<file path="config.mk">
export PLATFORM = sky130hd
export DESIGN_NAME = turn_signal_input_cond
export DESIGN_NICKNAME = d
export VERILOG_FILES = /design/src/rtl/turn_signal_input_cond.sv
export SDC_FILE = /design/constraint.sdc
export NUM_CORES = 1
export LEC_CHECK = 0
export ABC_AREA = 1
export CAP_MARGIN = 20
export CORE_MARGIN = 1
export CORE_UTILIZATION = 30
export CTS_CLUSTER_SIZE = 12
export DETAILED_ROUTE_END_ITERATION = 12
export GPL_TIMING_DRIVEN = 1
export HOLD_SLACK_MARGIN = 0.1
export SKIP_LAST_GASP = 1
export SYNTH_ARGS = -nofsm -noshare
export SYNTH_HDL_FRONTEND = slang
export SYNTH_SLANG_ARGS = --single-unit
</file>
<file path="constraint.sdc">
create_clock -name clk -period 1.55 [get_ports clk]
set_clock_uncertainty 0.15 [all_clocks]
set_input_delay 0.465 -clock clk [delete_from_list [all_inputs] [get_ports clk]]
set_output_delay 0.465 -clock clk [all_outputs]
set_load 0.005 [all_outputs]
</file>
<file path="src/rtl/turn_signal_input_cond.sv">
// Input conditioning front end for the turn-signal/hazard LED controller.
// Latency: SYNC + up to DEB_TICKS*DIV_MAX clk cycles raw-to-level; stupid_in follows one strobe after the debounced press.
// Backpressure: none; free-running, every output is a register updated only on the div_clk rising-edge cycle.
//
// Build option: define INPUT_SYNC_EN for a two-flop synchroniser per raw input;
// without it a single input register is used (simulation / already-synchronous sources).
//
// Ports:
//   clk        system clock
//   rst        synchronous active-low reset
//   l_raw, r_raw, halt_raw, stupid_raw   raw asynchronous switch inputs
//   div_clk    divided clock, DIV_MAX clk cycles per period, 50% duty
//   tick       one-clk strobe coincident with each div_clk rise
//   l, r, halt debounced levels
//   stupid_in  one div_clk period long request per debounced press
module turn_signal_input_cond #(
    parameter int DIV_MAX   = 8,
    parameter int DEB_TICKS = 3
) (
    input  logic clk,
    input  logic rst,
    input  logic l_raw,
    input  logic r_raw,
    input  logic halt_raw,
    input  logic stupid_raw,
    output logic div_clk,
    output logic tick,
    output logic l,
    output logic r,
    output logic halt,
    output logic stupid_in
);

    localparam int H   = DIV_MAX / 2;
    localparam int CW  = $clog2(DIV_MAX);
    localparam int DW  = $clog2(DEB_TICKS + 1);
    localparam int NCH = 4;             // l, r, halt, stupid
    localparam int S_IDX = 3;           // channel index of the stupid button

    // ------------------------------------------------------------------
    // Divider
    // ------------------------------------------------------------------
    logic [CW-1:0] cnt_q, cnt_d;
    logic          div_q, div_d;
    logic          tick_q, tick_d;
    logic          strobe;
    logic          wrap;

    // The strobe is the cycle before div_clk rises; everything that samples
    // or updates does so here so outputs move at the div_clk mid-period.
    assign strobe = (cnt_q == CW'(H - 1));
    assign wrap   = (cnt_q == CW'(DIV_MAX - 1));

    always_comb begin
        cnt_d  = wrap ? '0 : cnt_q + CW'(1);
        div_d  = (strobe || wrap) ? ~div_q : div_q;
        tick_d = strobe;
    end

    always_ff @(posedge clk) begin
        if (!rst) begin
            cnt_q  <= '0;
            div_q  <= 1'b0;
            tick_q <= 1'b0;
        end else begin
            cnt_q  <= cnt_d;
            div_q  <= div_d;
            tick_q <= tick_d;
        end
    end

    // ------------------------------------------------------------------
    // Input synchronisation
    // ------------------------------------------------------------------
    logic [NCH-1:0] raw_vec;
    logic [NCH-1:0] sync_q;

    assign raw_vec = {stupid_raw, halt_raw, r_raw, l_raw};

`ifdef INPUT_SYNC_EN
    logic [NCH-1:0] meta_q;

    always_ff @(posedge clk) begin
        if (!rst) begin
            meta_q <= '0;
            sync_q <= '0;
        end else begin
            meta_q <= raw_vec;
            sync_q <= meta_q;
        end
    end
`else
    always_ff @(posedge clk) begin
        if (!rst) begin
            sync_q <= '0;
        end else begin
            sync_q <= raw_vec;
        end
    end
`endif

    // ------------------------------------------------------------------
    // Debounce: a level flips only after DEB_TICKS consecutive strobes
    // disagree with it; any agreeing strobe restarts the count.
    // ------------------------------------------------------------------
    logic [DW-1:0]  deb_cnt_q [NCH];
    logic [DW-1:0]  deb_cnt_d [NCH];
    logic [NCH-1:0] deb_q, deb_d;

    always_comb begin
        deb_d = deb_q;
        for (int i = 0; i < NCH; i++) begin
            deb_cnt_d[i] = deb_cnt_q[i];
            if (strobe) begin
                if (sync_q[i] == deb_q[i]) begin
                    deb_cnt_d[i] = '0;
                end else if (deb_cnt_q[i] == DW'(DEB_TICKS - 1)) begin
                    deb_d[i]     = sync_q[i];
                    deb_cnt_d[i] = '0;
                end else begin
                    deb_cnt_d[i] = deb_cnt_q[i] + DW'(1);
                end
            end
        end
    end

    always_ff @(posedge clk) begin
        if (!rst) begin
            deb_q <= '0;
            for (int i = 0; i < NCH; i++) begin
                deb_cnt_q[i] <= '0;
            end
        end else begin
            deb_q <= deb_d;
            for (int i = 0; i < NCH; i++) begin
                deb_cnt_q[i] <= deb_cnt_d[i];
            end
        end
    end

    // ------------------------------------------------------------------
    // Stupid request: one debounced rise arms a request that is presented
    // for exactly one strobe-to-strobe interval.
    // ------------------------------------------------------------------
    logic s_prev_q;
    logic s_rise;
    logic armed_q, armed_d;
    logic stup_q, stup_d;

    assign s_rise = deb_q[S_IDX] & ~s_prev_q;

    always_comb begin
        armed_d = armed_q;
        stup_d  = stup_q;
        if (strobe) begin
            stup_d  = armed_q;
            // A rise landing on the strobe itself is kept for the next one.
            armed_d = s_rise;
        end else if (s_rise) begin
            armed_d = 1'b1;
        end
    end

    always_ff @(posedge clk) begin
        if (!rst) begin
            s_prev_q <= 1'b0;
            armed_q  <= 1'b0;
            stup_q   <= 1'b0;
        end else begin
            s_prev_q <= deb_q[S_IDX];
            armed_q  <= armed_d;
            stup_q   <= stup_d;
        end
    end

    // ------------------------------------------------------------------
    // Outputs
    // ------------------------------------------------------------------
    assign div_clk   = div_q;
    assign tick      = tick_q;
    assign l         = deb_q[0];
    assign r         = deb_q[1];
    assign halt      = deb_q[2];
    assign stupid_in = stup_q;

endmodule

</file>
* Word level (Yosys, flattened, before mapping) *
Memory sizes are Yosys's and may differ from the RTL's.
Cells that the tools add are included.

operators by class
  equal/unequal tests = 10
  reduce and logical (&&, ||, !) cells = 7
  bitwise gates (word level) = 12
  mux-type cells = 20
  add/subtract/negate cells = 5

operators by type and width
  operator               count
  $mux W2                16
  $reduce_and A3 Y1      4
  $add A2 B1 Y2 const B  4
  $eq A2 B2 Y1 const B   4
  $not A1 Y1             7
  $eq A1 B1 Y1           4
  $mux W1                4
  $or A1 B1 Y1           4
  $add A3 B1 Y3 const B  1
  $eq A3 B2 Y1 const B   1
  $eq A3 B3 Y1 const B   1
  $reduce_bool A2 Y1     1
  $reduce_or A2 Y1       1
  $and A1 B1 Y1          1
  $logic_or A1 B1 Y1     1

storage, ports and cells
  logic and storage cells = 66
  memories = 1
  bits in writable memories = 8
  input bits = 6
  register bits = 16
  output and inout bits = 6

memory list
  memory     words  bits a word  read ports  clocked after Yosys merged registers in  write ports  line  text
  deb_cnt_q  4      2            4           0                                        4            106   logic [DW-1:0] deb_cnt_q [NCH];

* Logic depth before layout (Yosys ltp) *
Gate-level depths: netlist of run 1.

  depth after elaboration = 5
  gate-level depth with buffers = 7
  mapped depth without buffers = 6

* Worst setup path after synthesis of run 1 *
No wires, ideal clock.

  path type = register to register
  start point = register cnt_q[0]
  end point = register deb_q[0]
  stages on the path, launching flop included = 8
  data required time = 1.285 ns
  setup time = 0.115 ns
  clock period less this slack = 1.253 ns
  slack = 0.297 ns
  arrival = 0.987 ns
  buffers on the path = 1
  cell sequence = dfxtp_1 -> ha_1 -> inv_2 -> nor2_4 -> buf_6 -> nand4_1 -> nand2_1 -> nor2_1

on the way
  longest elaborated chain between the ends = 2

RTL lines
  item                                line  text
  start, declared                     43    logic [CW-1:0] cnt_q, cnt_d;
  start signal, assigned              66    cnt_q <= cnt_d;
  $eq A3 B2 Y1                        51    assign strobe = (cnt_q == CW'(H - 1));
  $reduce_and A3 Y1 (no source line)  n/a
  end signal, assigned                129   deb_q <= '0;
  end signal, assigned                134   deb_q <= deb_d;
  end, declared                       108   logic [NCH-1:0] deb_q, deb_d;

Every way passes these cells.
A chain may end at the register's enable or synchronous reset.

* Final worst setup path of run 1 *
  start point = register stup_q (netlist: stupid_in)
  end point = output port stupid_in

RTL lines
  item                    line  text
  start, declared         148   logic stup_q, stup_d;
  start signal, assigned  172   stup_q <= stup_d;
  end, declared           31    output logic stupid_in

No word-level cell between the ends.

==> impl_results.md, run 1 <==
- Status: complete, no violations
- Hold Vio Cnt, Final: 0
- Diodes inserted: 0
- Pwr Total: 1210 µW
- Synth warnings: 0
- Row cnt: 20
- Syn nets: 140
- Met3 Use GR: 4.55%
- RePlAce Congestion: 0.766
- Arr. time, crit path: 0.88 ns
- Largest stage delay, worst path: 0.35 ns
- Non-filler cells, final: 194
- Met1 GRT Util: 12.5%
- Initial DRT Pass Iterations: 4
- Dpl hpwl: 1260 µm
- Vias in the first global route: 753
- Period Utilization, post-route: 96.4%
- Root Buffer: clkbuf_4
- Power Dens Cells: 965 nW/µm²
- Buf/Inv on CP: 1
- Yosys reg bits: 24
- Nets: 160
- Kind of critical path: flip-flop to output pin
- Initial DRC Count: 26
- Reg clk slew, reported paths: 0.14 ns
- Synth Instances: 131
- Req. time, crit path: 0.93 ns
- # clock sinks: 24
- Setup crit end kind: output pin
- DRT Wirelength: 1880 µm
- Fin. max-slew vios: 0
- Final worst slack: 0.0556 ns
- Die area: 3570 µm²
- Drc violations: 0
- Setup Viol. Count Final: 0
- Startpoint Class: flip-flop
- Post-cts hold buffer count: 0
- TritonCTS clock tree: yes
- Number of port buffers: 11
- Largest net degree at the start of global routing: 15
- Worst Tran Pin Value: 0.313 ns
- Die H: 59.8 µm
- Num CTS Buffers: 3
- Final Util: 40.4%
- Tot GR Track Use: 10.9%
- Slew HR: 79.1%
- Worst-path cell chain: clkdlybuf4s15_1
- Worst Path Max Fanout: 2
- Slowest-stage cell, CP: dfxtp_2
- Post-Place Cells: 185
- Ports: 12
- DR WL/cell: 9.71 µm
- Max-cap violations: 0
- Peak supply drop: 0.554 mV
- DR vias/cell: 4.39
- Clk_lat worst skew: 0.32 ns
- H-Tree Depth: 1
- Delay-heaviest family, CP: flip-flops
- Seq/Total Area, Yosys: 48.0%
- Core footprint: 3100 µm²
- Tmin final: 1.49 ns
- Die width: 59.8 µm
- Met2 Usage GRT: 18.9%
- Global routing's busiest layer: met2
- Lkg Pwr: 0.000556 µW
- Initial cell density of the core: 32.3%
- GRT overflow: 0
- Total number of vias: 851
- Mapped cell area: 1000 µm²
- RSZ-0062 raised after global routing: false
- Path type of the worst min-delay path: flip-flop to flip-flop
- Fin Hold WS: 0.319 ns
- Max Freq: 669 MHz
- Netlist cell types: 18
- Pre-CTS WS: -0.0802 ns
- Global-route wire length before repair: 2950 µm
- Syn_area_per_cell: 7.64 µm²
- Antenna violations before repair: 0
- Remaining antenna violation count after routing: 0
- Layout cell share with drive strength beyond 1: 15.3%
- Maximum clock path buffer count: 2
- Area delta synth->final: 25.1%
cells in the mapped netlist:
library cell	n	area share [%]
buf_1	1	0.37
buf_6	2	2.2
xor2_1	2	1.8
dfxtp_1	24	48
clkbuf_1	1	0.37
o21ai_1	8	4.0
o21ai_0	1	0.50
inv_2	2	0.75
nand2_1	25	9.4
inv_1	24	9.0
nor2_1	14	5.2
ha_1	3	3.8
nand2_2	1	0.63
nor2_4	1	1.1
a21oi_1	8	4.0
nor3b_1	1	0.75
nand4_1	8	5.0
a31oi_1	5	3.1
metrics by stage:
step / setup TNS (ns) / area (µm²)
6_report: 0 / 1250
5_1_grt: 0 / 1250
4_1_cts: -0.236 / 1240
3_5_place_dp: -0.465 / 1160
3_3_place_gp: -0.0977 / 1160
2_1_floorplan: 0 / 1000
metal layers:
layer	vias up	share of wire (%)
met4	0	0.69
met5	-	0
met1	387	48
li1	453	-
met2	9	48
met3	2	3.0
kinds of logic (layout without fill, tap and decap cells):
kind of cell / after synthesis / after routing / share of synthesized area (%)
AOI/OAI and AO/OA: 22 / 22 / 11.6
xor gates and xnor gates: 2 / 2 / 1.75
adders and majority gates: 3 / 3 / 3.75
buffers and inverters: 30 / 48 / 12.7
DFF: 24 / 24 / 48.0
and+or+nand+nor: 50 / 51 / 22.1
final timing paths:
| check | from | end | slack [ns] | depth (start not counted) |
|---|---|---|---|---|
| min | cnt_q[0]$_SDFF_PP0_ | cnt_q[0]$_SDFF_PP0_ | 0.32 | 1 |
| max reg2reg | cnt_q[0]$_SDFF_PP0_ | deb_cnt_q[0][0]$_SDFFE_PN0N_ | 0.09 | 5 |
| min reg2reg | cnt_q[0]$_SDFF_PP0_ | cnt_q[0]$_SDFF_PP0_ | 0.32 | 1 |
| max | stupid_in$_SDFFE_PN0N_ | stupid_in | 0.06 | 1 |
layout make-up:
cell class	instances	area, µm²
clock buffers	3	22.5
repair buffers	18	160
flip-flops and latches	24	488
fillers	326	1850
multi-input cells	78	399
clock inverters	1	30.0
inverters	26	97.6
well taps	44	55.1
state kept, by name, summed over array words and instances, names as in the netlist:
register / flops
s_prev_q: 1
tick: 1
stupid_in: 1
sync_q: 4
cnt_q: 3
armed_q: 1
deb_cnt_q: 8
deb_q: 4
div_clk: 1
report_power, final:
| part | leakage, µW | total, µW | internal, µW | switching, µW |
|---|---|---|---|---|
| combinational | 0.000329 | 102 | 46.7 | 55.6 |
| clock | 0.0000279 | 455 | 262 | 194 |
| sequential | 0.000198 | 651 | 637 | 13.5 |
| total | 0.000556 | 1210 | 946 | 263 |
layout by cell type (no fill, tap or decap), drive strengths merged:
cell type / netlist / routed
ha: 3 / 3
nand4: 8 / 8
bufinv: 0 / 1
a31oi: 5 / 5
a21oi: 8 / 8
clkdlybuf4s50: 0 / 5
dlymetal6s2s: 0 / 1
clkbuf: 1 / 4
nor3b: 1 / 1
o21ai: 9 / 9
nand2: 26 / 26
inv: 26 / 26
clkdlybuf4s15: 0 / 4
xor2: 2 / 2
nor2: 15 / 16
dfxtp: 24 / 24
buf: 3 / 7
timing repair:
action,in CTS,in global routing
gates cloned,0,1
buffers inserted,4,0
setup endpoints to repair,6,7
resized for setup,11,7
pin swaps,0,1
Power figures use the tool's default switching activity.
==> inputs of run 2 (changes only) <==
--- a/config.mk
+++ b/config.mk
@@ -6,7 +6,6 @@
 export NUM_CORES = 1
 export LEC_CHECK = 0
 export ABC_AREA = 1
-export CAP_MARGIN = 20
 export CORE_MARGIN = 1
 export CORE_UTILIZATION = 30
 export CTS_CLUSTER_SIZE = 12
==> results of run 2 <==
Same layout as run 1: the final DEF is identical, and so are final timing and power.
